`config.mk`:
```
export PLATFORM = sky130hd
export DESIGN_NAME = pio_out_pulse_flat
export DESIGN_NICKNAME = d
export VERILOG_FILES = /design/src/rtl/pio_out_pulse_pkg.sv /design/src/rtl/pio_out_pulse_if.sv /design/src/rtl/pio_pulse_timer.sv /design/src/rtl/pio_out_pulse.sv /design/src/flat_wrapper.sv
export SDC_FILE = /design/constraint.sdc
export NUM_CORES = 1
export LEC_CHECK = 0
export CELL_PAD_IN_SITES_DETAIL_PLACEMENT = 0
export CELL_PAD_IN_SITES_GLOBAL_PLACEMENT = 1
export CORE_MARGIN = 2
export CORE_UTILIZATION = 30
export CTS_BUF_LIST = sky130_fd_sc_hd__clkbuf_4 sky130_fd_sc_hd__clkbuf_8 sky130_fd_sc_hd__clkbuf_16
export DETAILED_ROUTE_END_ITERATION = 10
export PLACE_DENSITY = 0.55
export SETUP_SLACK_MARGIN = 0.02
export SYNTH_ARGS = -nofsm -noshare
export SYNTH_HDL_FRONTEND = slang
export SYNTH_HIERARCHICAL = 1
export SYNTH_SLANG_ARGS = --single-unit
```
`constraint.sdc`:
```
create_clock -name clk -period 2.7 [get_ports clk]
set_input_delay 0.27 -clock clk [delete_from_list [all_inputs] [get_ports clk]]
set_output_delay 0.27 -clock clk [all_outputs]
set_load 0.02 [all_outputs]
```
`src/rtl/pio_out_pulse_pkg.sv`:
```
// pio_out_pulse shared definitions: register map addresses and bus widths.
// Imported by the interface, the pulse timer and the top level.
package pio_out_pkg;

  localparam int ADDR_W = 3;
  localparam int BUS_W  = 32;

  localparam logic [ADDR_W-1:0] ADDR_DATA     = 3'd0;
  localparam logic [ADDR_W-1:0] ADDR_PULSE_LEN = 3'd1;
  localparam logic [ADDR_W-1:0] ADDR_OUTSET   = 3'd2;
  localparam logic [ADDR_W-1:0] ADDR_OUTCLEAR = 3'd3;
  localparam logic [ADDR_W-1:0] ADDR_PULSE    = 3'd4;
  localparam logic [ADDR_W-1:0] ADDR_STATUS   = 3'd5;

endpackage

```
`src/rtl/pio_out_pulse_if.sv`:
```
// Avalon-MM slave bus bundle for pio_out_pulse.
// master drives address/chipselect/write_n/writedata, slave drives readdata.
interface pio_out_pulse_if
  import pio_out_pkg::*;
();

  logic [ADDR_W-1:0] address;
  logic              chipselect;
  logic              write_n;
  logic [BUS_W-1:0]  writedata;
  logic [BUS_W-1:0]  readdata;

  modport master (
    output address,
    output chipselect,
    output write_n,
    output writedata,
    input  readdata
  );

  modport slave (
    input  address,
    input  chipselect,
    input  write_n,
    input  writedata,
    output readdata
  );

endinterface

```
`src/rtl/pio_pulse_timer.sv`:
```
// One pulse channel: down-counter loaded with len_i on load_i, stops at 0.
// Ports: clk, reset_n, load_i, len_i[CNT_W], active_o (counter nonzero).
module pio_pulse_timer #(
  parameter int CNT_W = 16
) (
  input  logic             clk,
  input  logic             reset_n,
  input  logic             load_i,
  input  logic [CNT_W-1:0] len_i,
  output logic             active_o
);

  logic [CNT_W-1:0] cnt_q;
  logic [CNT_W-1:0] cnt_d;

  // A reload wins over the decrement, so retrigger at expiry has no gap.
  always_comb begin
    cnt_d = cnt_q;
    if (load_i)
      cnt_d = len_i;
    else if (cnt_q != '0)
      cnt_d = cnt_q - 1'b1;
  end

  always_ff @(posedge clk or negedge reset_n) begin
    if (!reset_n)
      cnt_q <= '0;
    else
      cnt_q <= cnt_d;
  end

  assign active_o = (cnt_q != '0);

endmodule

```
`src/rtl/pio_out_pulse.sv`:
```
// Avalon-MM output PIO with set/clear and per-bit one-shot invert pulses.
// Ports: clk, reset_n, bus (slave), out_port[WIDTH] = DATA ^ pulse_active.
module pio_out_pulse
  import pio_out_pkg::*;
#(
  parameter int               WIDTH       = 8,
  parameter int               CNT_W       = 16,
  parameter logic [WIDTH-1:0] RESET_VALUE = '0
) (
  input  logic             clk,
  input  logic             reset_n,
  pio_out_pulse_if.slave   bus,
  output logic [WIDTH-1:0] out_port
);

  logic             wr;
  logic             wr_data;
  logic             wr_len;
  logic             wr_set;
  logic             wr_clr;
  logic             wr_pulse;
  logic [WIDTH-1:0] wd_w;
  logic [CNT_W-1:0] wd_c;
  logic [WIDTH-1:0] data_q;
  logic [WIDTH-1:0] data_d;
  logic [CNT_W-1:0] len_q;
  logic [CNT_W-1:0] len_d;
  logic [WIDTH-1:0] ld;
  logic [WIDTH-1:0] active;
  logic [BUS_W-1:0] rd;
  logic             unused_wd;

  assign wr       = bus.chipselect & ~bus.write_n;
  assign wr_data  = wr & (bus.address == ADDR_DATA);
  assign wr_len   = wr & (bus.address == ADDR_PULSE_LEN);
  assign wr_set   = wr & (bus.address == ADDR_OUTSET);
  assign wr_clr   = wr & (bus.address == ADDR_OUTCLEAR);
  assign wr_pulse = wr & (bus.address == ADDR_PULSE);

  assign wd_w      = bus.writedata[WIDTH-1:0];
  assign wd_c      = bus.writedata[CNT_W-1:0];
  assign unused_wd = ^bus.writedata;

  always_comb begin
    data_d = data_q;
    len_d  = len_q;
    unique case (1'b1)
      wr_data: data_d = wd_w;
      wr_set:  data_d = data_q | wd_w;
      wr_clr:  data_d = data_q & ~wd_w;
      wr_len:  len_d  = wd_c;
      default: ;
    endcase
  end

  always_ff @(posedge clk or negedge reset_n) begin
    if (!reset_n) begin
      data_q <= RESET_VALUE;
      len_q  <= '0;
    end else begin
      data_q <= data_d;
      len_q  <= len_d;
    end
  end

  assign ld = {WIDTH{wr_pulse}} & wd_w;

  for (genvar g = 0; g < WIDTH; g++) begin : g_tmr
    pio_pulse_timer #(
      .CNT_W(CNT_W)
    ) u_tmr (
      .clk     (clk),
      .reset_n (reset_n),
      .load_i  (ld[g]),
      .len_i   (len_q),
      .active_o(active[g])
    );
  end

  assign out_port = data_q ^ active;

  always_comb begin
    rd = '0;
    case (bus.address)
      ADDR_DATA:      rd = BUS_W'(data_q);
      ADDR_PULSE_LEN: rd = BUS_W'(len_q);
      ADDR_STATUS:    rd = BUS_W'(active);
      default:        rd = '0;
    endcase
  end

  assign bus.readdata = rd;

endmodule

```
`src/flat_wrapper.sv`:
```
// flat-port wrapper written by rule: the top's interface ports become plain ports
module pio_out_pulse_flat import pio_out_pkg::*;
#(
  parameter int               WIDTH       = 8,
  parameter int               CNT_W       = 16,
  parameter logic [WIDTH-1:0] RESET_VALUE = '0
)
  (clk, reset_n, out_port, bus_address, bus_chipselect, bus_write_n, bus_writedata, bus_readdata);
  pio_out_pulse_if bus_i ();
  input  logic clk;
  input  logic reset_n;
  output logic [WIDTH-1:0] out_port;
  input wire logic [$bits(bus_i.address)-1:0] bus_address;
  input wire logic [$bits(bus_i.chipselect)-1:0] bus_chipselect;
  input wire logic [$bits(bus_i.write_n)-1:0] bus_write_n;
  input wire logic [$bits(bus_i.writedata)-1:0] bus_writedata;
  output wire logic [$bits(bus_i.readdata)-1:0] bus_readdata;
  assign bus_i.address = bus_address;
  assign bus_i.chipselect = bus_chipselect;
  assign bus_i.write_n = bus_write_n;
  assign bus_i.writedata = bus_writedata;
  assign bus_readdata = bus_i.readdata;
  pio_out_pulse #(.WIDTH(WIDTH), .CNT_W(CNT_W), .RESET_VALUE(RESET_VALUE)) u_core (.clk(clk), .reset_n(reset_n), .bus(bus_i), .out_port(out_port));
endmodule
```
* Yosys cells after proc, flatten, opt, wreduce, memory -nomap -nowiden
Cells that the tools add are included.
** Storage, ports and cells
- Output and inout port bits :: 40
- Logic and storage cells :: 71
- Bits of input ports :: 39
- Bits in registers :: 152
** Cells by class
- Add/subtract/negate cells :: 8
- Reduce and logical (&&, ||, !) cells :: 18
- Mux-type cells :: 18
- Bitwise operators :: 12
- Equality and inequality tests :: 5
** Operators by type and width (count)
- 16-bit two-way mux :: 16
- 16-bit nonzero test :: 8
- 16-bit by 1-bit subtractor with 16-bit output (second input constant) :: 8
- 16-bit case mux with 3 select lines :: 1
- 8-bit case mux with 3 select lines :: 1
- 8-bit bitwise AND :: 2
- 2-bit nonzero test :: 8
- 8-bit inverter :: 1
- 8-bit bitwise OR :: 1
- 8-bit XOR :: 1
- 1-bit bitwise AND :: 6
- 3-bit by 2-bit == test with 1-bit output (second input constant) :: 2
- 3-bit == test (second input constant) :: 2
- 3-bit by 1-bit == test with 1-bit output (second input constant) :: 1
- 3-bit logical NOT :: 1
- 3-bit nonzero test :: 1
- 1-bit inverter :: 1

* Depth between registers and ports, before layout
Gate-level depths: netlist of run 1.
- Depth in word-level cells :: 5
- Gate-level depth with buffers :: 9
- Mapped depth without buffers :: 9

* Modules after synthesis
Netlist of run 1, hierarchy kept.
** Modules (own cells, without submodules)
- pio_pulse_timer (u_core.g_tmr[0].u_tmr ...) :: instances 5, area an instance 1007.2 um^2, sequential area each 400.4 um^2, cells each 105
- pio_pulse_timer (u_core.g_tmr[5].u_tmr ...) :: instances 3, area an instance 991.0 um^2, sequential area each 400.4 um^2, cells each 105
- pio_out_pulse :: instances 1, area an instance 1571.5 um^2, sequential area each 600.6 um^2, cells each 142

* Worst setup path before layout of run 1
OpenSTA, ideal clock, no wires.
- Path kind :: register -> output
- Start :: reg u_core.g_tmr[0].u_tmr.cnt_q[0]
- End :: out bus_readdata[0]
- Arrival :: 2038 ps
- Path buffers :: 0
- Path slack :: 392 ps
- Stages on the path, launching flop included :: 10
- Required time :: 2430 ps
- Cell sequence :: dfrtp_1 -> inv_1 -> ha_1 -> nor3b_2 -> nand3b_1 -> nor2_2 -> inv_1 -> mux2_2 -> a22oi_1 -> nor2_1
** On the way
- Longest elaborated chain between the ends :: 2
** Ends and longest elaborated chain
- start: declaration :: RTL line pio_pulse_timer.sv:13 : logic [CNT_W-1:0] cnt_q;
- start signal: assignment :: RTL line pio_pulse_timer.sv:29 : cnt_q <= cnt_d;
- 16-bit nonzero test :: RTL line pio_pulse_timer.sv:32 : assign active_o = (cnt_q != '0);
- named net u_core.active[0] :: RTL line pio_out_pulse.sv:29 : logic [WIDTH-1:0] active;
- 16-bit case mux with 3 select lines :: RTL line pio_out_pulse.sv:84 : case (bus.address)
- end: declaration :: RTL line flat_wrapper.sv:17 : output wire logic [$bits(bus_i.readdata)-1:0] bus_readdata;
The timed path passes the listed nets, and every way through them passes these cells.

* Worst setup path after layout of run 1
- Start :: reg u_core.g_tmr[4].u_tmr.cnt_q[1]
- End :: out bus_readdata[4]
** On the way
- Longest elaborated chain between the ends :: 2
** Ends and longest elaborated chain (RTL line)
- start: declaration :: pio_pulse_timer.sv:13
- start signal: assignment :: pio_pulse_timer.sv:29
- 16-bit nonzero test :: pio_pulse_timer.sv:32
- named net u_core.active[4] :: pio_out_pulse.sv:29
- 16-bit case mux with 3 select lines :: pio_out_pulse.sv:84
The timed path passes the listed nets, and every way through them passes these cells.

==> results of run 1 <==
## cell type report
cell class	count	area [um2]	share of cell area (%)
repair buffers	165	1380	11.5
clock buffers	18	439	3.67
inverters	32	120	1.00
flip-flops and latches	152	3800	31.8
well taps	402	503	4.21
multi-input cells	767	5530	46.2
clock inverters	14	186	1.56
## cell usage after synthesis, types with 13 or more instances
master / count
nor3_4: 16
xor2_1: 80
nand2_1: 130
o21ai_1: 20
nand3b_1: 24
clkbuf_1: 20
nand3_1: 16
and2_1: 16
a22oi_1: 16
nor3_1: 32
dfrtp_1: 152
nor2_1: 57
a21oi_1: 13
xnor2_1: 24
mux2_2: 14
buf_4: 16
inv_1: 32
o31ai_1: 67
nand4_1: 24
o21ai_0: 28
## sequential cells by signal (all words and copies together), names as in the netlist
| signal | flops |
|---|---|
| u_core/g_tmr.u_tmr/cnt_q | 128 |
| u_core/len_q | 16 |
| u_core/data_q | 8 |
## cells in the final DEF, fill, tap and decap left out, drive strengths merged, types with 17 or more instances in the layout
cell type,n
dfrtp,152
nand4,24
nor3,56
mux2,24
nor3b,17
clkdlybuf4s50,29
inv,37
buf,126
o31ai,67
clkbuf,19
nand3,24
xnor2,24
nor2,65
o21ai,56
nand3b,24
xor2,80
nand2,138
## kinds of logic (layout without fill, tap and decap cells)
kind of cell / count (synthesis) / count (layout) / synth area share (%)
AO/OA/AOI/OAI: 184 / 184 / 13.4
XOR/XNOR: 104 / 104 / 9.51
adder cells (fa/ha/maj): 8 / 8 / 1.04
buffers and inverters: 78 / 229 / 4.43
flip-flops: 152 / 152 / 39.7
multiplexers: 32 / 32 / 4.05
other: 1 / 16 / 0.0391
AND/OR/NAND/NOR: 423 / 423 / 27.8
## critical path, cell delays in order (launching register included)
cell and delay (ps):
dfrtp_1 400, inv_1 90, ha_2 180, nor3b_4 190
nand3b_1 130, nor2_2 150, inv_1 80, mux2_2 270
a22oi_1 150, nor2_1 100, buf_2 170
## routing by layer
| layer | GRT usage (%) | share of wire, % |
|---|---|---|
| met1 | 27.1 | 50 |
| met2 | 30.6 | 47 |
| met3 | 2.79 | 2.4 |
| met4 | 4.68 | 1.4 |
| met5 | 0 | 0 |
## metrics by stage
stage / instance area (um2) / setup TNS (ps) / hold WS (ps)
2_1_floorplan: 9640 / 0 / -25.6
3_3_place_gp: 11100 / 0 / 309
3_5_place_dp: 11100 / 0 / 298
4_1_cts: 11800 / 0 / 414
5_1_grt: 12000 / -55.4 / 432
6_report: 12000 / 0 / 376
## worst max path at each step
stage / to / slack [ps] / cells past startpoint
2_1_floorplan: bus_readdata[0] / 390 / 9
3_3_place_gp: bus_readdata[7] / 120 / 10
3_5_place_dp: bus_readdata[7] / 120 / 10
4_1_cts: bus_readdata[7] / 10 / 10
5_1_grt: bus_readdata[4] / -40 / 10
6_report: bus_readdata[4] / 80 / 10
## power breakdown
group	switching [uW]	leakage, uW	total (uW)	internal, uW
sequential	1360	0.00180	4590	3230
combinational	2290	0.00246	4470	2180
clock	1090	0.000300	2600	1500
## repair_timing
action / in CTS / in global routing
resized for setup: 45 / 27
endpoints found under the setup margin: 16 / 13
hold buffers: 1 / 0
buffers inserted: 8 / 7
hold endpoints to repair: 53 / 0
pin swaps: 6 / 9
==> reports/results.txt, run 1 <==
Max-cap violations = 0
total wire length = 30800 um
Final Hold Viols = 0
Post-DP HPWL = 20600 um
largest net degree at the start of global routing = 58
Synth Instances = 982
1st-iter DRT viols = 516
final setup fails = 0
CTS tree = yes
area grow syn2layout = 24.8%
ys flop type = dfrtp_1
Critical Path AT = 2350 ps
cell taking the most area after synthesis = dfrtp_1
PnR worst setup slack = 77.8 ps
PnR Total Power = 11700 uW
row cnt = 65
Post-synth EDFFs = 0
post-synthesis register bit count = 152
CTS Buf Count = 17
Clock Sinks = 152
pre-CTS setup slack = 118 ps
Slew Limit Fails = 0
r2r setup slk = 900 ps
Cell variety after synth = 50
number of fillers in the final layout = 3152
outcome = finished clean
Tmin final = 2620 ps
height of the die = 183 um
final clock skew = 11.4 ps
syn_area_per_cell = 9.76 um2
cell count of the worst reg-to-reg path = 8
YS warnings = 6
I/O Buffers = 46
Worst-Skew Late Latency = 440 ps
total congestion overflow = 0
Critical Path RT = 2430 ps
clock slew at reported path FFs = 70 ps
drt pass-1 iters = 5
CTS Buffer Depth = 2
Setup crit start = u_core/g_tmr[4].u_tmr/cnt_q[1]$_DFFE_PN0P_
Seq/Total Area, Yosys = 39.7%
vias in the first global route = 7731
static leakage = 0.00456 uW
# DRC = 0
unrepaired setup endpoints after global routing = yes
DIE AREA = 0.0334 mm2
Via density = 4.98
Clock Root Buffer = clkbuf_16
worst r2r dst = u_core/g_tmr[4].u_tmr/cnt_q[8]$_DFFE_PN0P_
max frequency = 381 MHz
Post-synth ARST share = 100%
initial antenna violation count = 0
dpl cells = 1502
Core Box Area = 0.0315 mm2
worst hold path type = primary input to asynchronous set/reset pin
Finished Core Util = 38.0%
share of layout cells above drive strength 1 = 24.3%
CP endpoint kind = primary output
worst-margin pin slew = 614 ps
Peak VDD IR = 473 uV
GR Util All Layers = 19.1%
proportion of netlist area held by the largest area contributor = 39.7%
DR WL/cell = 19.9 um
nets = 1182
startpoint types = flip-flop
Final ANT Viol Nets = 0
Worst Setup Path Type = flip-flop to primary output
pwr/cell area = 975 mW/mm2
Worst slew margin = 59.0%
Horiz. Die Dim = 183 um
peak fanout along the critical path = 2
first-pass GRT wire length = 47600 um
initial core utilization = 30.4%
cell area after synthesis = 0.00958 mm2
Tcrit/Tclk final = 97.1%
Non-Filler Instances = 1550
routed via count = 7713
# IOs = 79
# H-tree levels = 4
Critical R2R Launch = u_core/g_tmr[4].u_tmr/cnt_q[1]$_DFFE_PN0P_
synth top area cells = dfrtp_1 40%, xor2_1 7.3%, o31ai_1 5.3%
GPL Wtd Cong = 0.781
Antenna diodes = 0
Power figures use the tool's default switching activity.
==> inputs of run 2 (changes only) <==
--- a/config.mk
+++ b/config.mk
@@ -5,6 +5,7 @@
 export SDC_FILE = /design/constraint.sdc
 export NUM_CORES = 1
 export LEC_CHECK = 0
+export CAP_MARGIN = 25
 export CELL_PAD_IN_SITES_DETAIL_PLACEMENT = 0
 export CELL_PAD_IN_SITES_GLOBAL_PLACEMENT = 1
 export CORE_MARGIN = 2
==> results of run 2 <==
No change in the layout: final DEF, timing and power equal those of run 1.
==> inputs of run 3 (changes only) <==
--- a/config.mk
+++ b/config.mk
@@ -11,6 +11,7 @@
 export CORE_MARGIN = 2
 export CORE_UTILIZATION = 30
 export CTS_BUF_LIST = sky130_fd_sc_hd__clkbuf_4 sky130_fd_sc_hd__clkbuf_8 sky130_fd_sc_hd__clkbuf_16
+export CTS_CLUSTER_SIZE = 10
 export DETAILED_ROUTE_END_ITERATION = 10
 export PLACE_DENSITY = 0.55
 export SETUP_SLACK_MARGIN = 0.02
@@ -18,3 +19,4 @@
 export SYNTH_HDL_FRONTEND = slang
 export SYNTH_HIERARCHICAL = 1
 export SYNTH_SLANG_ARGS = --single-unit
+export TNS_END_PERCENT = 50
==> run 3 against run 2 <==
Against the previous run:
- first-iteration DRC count is 2.3% higher
- worst hold slack worse by 1.0 ps
- via count shrank 0.49%
- fmax grew 0.41%
- sequential power about the same
- sequential share of layout area hardly changed
- final cell count shrank 0.19%
- critical path type unchanged
- largest cell class unchanged
- sequential cell count unchanged
- core utilization fell by 0.060 points
==> reports/results.txt, run 3 (synthesis results as in run 1) <==
Horiz. Die Dim = 183 um (unchanged)
area grow syn2layout = 24.6%
initial core utilization = 30.4% (unchanged)
critical path's top delay family = simple AND/OR/NAND/NOR gates
clock slew at reported path FFs = 70 ps (about the same)
Worst slew margin = 59.1% (+0.077 points)
Final Hold Viols = 0 (unchanged)
1st-iter DRT viols = 528 (+2.3%)
Tcrit/Tclk final = 96.7% (-0.40 points)
GR met1 Demand/Resource = 27.1% (unchanged)
CTS Buf Count = 17 (unchanged)
final setup fails = 0 (unchanged)
nets = 1179 (-0.25%)
Non-Filler Instances = 1547 (-0.19%)
Worst Setup Path Type = flip-flop to primary output
Antenna diodes = 0 (unchanged)
worst hold path type = primary input to asynchronous set/reset pin
max incr delay on CP = 400 ps (about the same)
met3 usage = 2.79% (unchanged)
total congestion overflow = 0 (unchanged)
startpoint types = flip-flop
CTS Buffer Depth = 2 (unchanged)
most used cell, CP = inv_1
Setup crit start = u_core/g_tmr[4].u_tmr/cnt_q[1]$_DFFE_PN0P_
unrepaired setup endpoints after global routing = yes
Switch Pwr = 4740 uW (about the same)
outcome = finished clean
worst r2r dst = u_core/g_tmr[4].u_tmr/cnt_q[8]$_DFFE_PN0P_
DIE AREA = 0.0334 mm2 (unchanged)
Biggest register = u_core/g_tmr.u_tmr/cnt_q
worst-margin pin slew = 613 ps (-1.16 ps)
static leakage = 0.00454 uW (-0.40%)
first-pass GRT wire length = 47600 um (unchanged)
GR peak layer = met2
initial antenna violation count = 0 (unchanged)
final clock skew = 11.6 ps (+0.247 ps)
total wire length = 30800 um (about the same)
I/O Buffers = 46 (unchanged)
Slew Limit Fails = 0 (unchanged)
Critical Path AT = 2340 ps (about the same)
hold slack = 375 ps (-1.00 ps)
CTS tree = yes
post-route cell area = 0.0119 mm2 (-0.16%)
GR Util All Layers = 19.1% (unchanged)
cell count of the worst reg-to-reg path = 8 (unchanged)
Cell Area, Placed = 0.0111 mm2 (unchanged)
drt pass-1 iters = 5 (unchanged)
Critical R2R Launch = u_core/g_tmr[4].u_tmr/cnt_q[1]$_DFFE_PN0P_
routed via count = 7675 (-0.49%)
max frequency = 383 MHz (+0.41%)
critical path's slowest cell = dfrtp_1
CP endpoint kind = primary output
r2r setup slk = 900 ps (about the same)
# H-tree levels = 4 (unchanged)
Finished Core Util = 37.9% (-0.060 points)
peak fanout along the critical path = 2 (unchanged)
PnR Total Power = 11600 uW (-0.18%)
# DRC = 0 (unchanged)
max FFs per register = 128 (unchanged)
# IOs = 79 (unchanged)
Core Box Area = 0.0315 mm2 (unchanged)
CP bufs+invs = 3 (unchanged)
DR WL/cell = 19.9 um (+0.28%)
dpl cells = 1502 (unchanged)
height of the die = 183 um (unchanged)
Via density = 4.96 (-0.30%)
Worst-Skew Late Latency = 440 ps (about the same)
Peak VDD IR = 472 uV (-0.18%)
Cell Chain, Critical Path = inv_1, ha_2, nor3b_4, nand3b_1, nor2_2, inv_1, mux2_2, a22oi_1, nor2_1, buf_2
largest net degree at the start of global routing = 58 (unchanged)
row cnt = 65 (unchanged)
most frequent cells in the layout = 152 x dfrtp_1, 130 x nand2_1, 110 x buf_4
Critical Path RT = 2430 ps (about the same)
Tmin final = 2610 ps (-10.7 ps)
vias in the first global route = 7731 (unchanged)
commonest non-fill, non-tap cell in the layout = dfrtp_1
Post-DP HPWL = 20600 um (unchanged)
pwr/cell area = 975 mW/mm2 (about the same)
GPL Wtd Cong = 0.781 (unchanged)
Clock Root Buffer = clkbuf_16
GR Layer Usage met2 = 30.6% (unchanged)
Largest regs = u_core/g_tmr.u_tmr/cnt_q: 128 flops, u_core/len_q: 16 flops, u_core/data_q: 8 flops
Clock power frac = 22.3% (about the same)
Sequential Power Share = 39.5% (about the same)
internal power = 6890 uW (-0.26%)
Final ANT Viol Nets = 0 (unchanged)
Comb pwr share = 38.1% (-0.3 points)
Max-cap violations = 0 (unchanged)
share of layout cells above drive strength 1 = 24.3% (about the same)
Clock Sinks = 152 (unchanged)
Switching Fraction = 40.8% (+0.049 points)
## run 3: how the worst max path moves through the flow
| stage | depth (start not counted) | slack (ps) | end |
|---|---|---|---|
| 3_3_place_gp | 10 | 120 | bus_readdata[7] |
| 3_5_place_dp | 10 | 120 | bus_readdata[7] |
| 6_report | 10 | 90 | bus_readdata[4] |
| 4_1_cts | 10 | 10 | bus_readdata[7] |
| 5_1_grt | 10 | -40 | bus_readdata[4] |
| 2_1_floorplan | 9 | 390 | bus_readdata[0] |
## run 3: power by group through the flow
stage,clock network (uW),registers [uW],logic [uW]
2_1_floorplan,0,4470,2710
3_3_place_gp,0,4610,4260
5_1_grt,2760,4760,4890
6_report,2600,4600,4440
3_5_place_dp,0,4580,4300
4_1_cts,2670,4570,4390
## run 3: metrics by stage
| step | setup TNS (ps) | setup WS (ps) |
|---|---|---|
| after global placement | 0 | 116 |
| after floorplan | 0 | 392 |
| after global routing | -74.8 | -42.6 |
| final | 0 | 88.5 |
| after CTS | 0 | 9.65 |
| after detailed placement | 0 | 118 |
## run 3: cell type report
class / count / area, um2
Clock buffer: 18 / 439
Clock inverter: 14 / 186
Fill cell: 3149 / 19500
Inverter: 32 / 120
Multi-Input combinational cell: 767 / 5530
Sequential cell: 152 / 3800
Tap cell: 402 / 503
Timing Repair Buffer: 162 / 1360
## run 3: timing repair
action / 4_1_cts / 5_1_grt
resized for setup: 45 / 30
setup buffers: 8 / 4
pin swaps: 6 / 9
hold endpoints to repair: 53 / 0
setup endpoints to repair: 16 / 13
hold buffers: 1 / 0
## run 3: layer usage
metal | part of all wire [%] | up-vias
met4 | 1.4 | 0
met1 | 49 | 3730
met2 | 47 | 120
met3 | 3.2 | 21
li1 | - | 3804
met5 | 0 | -
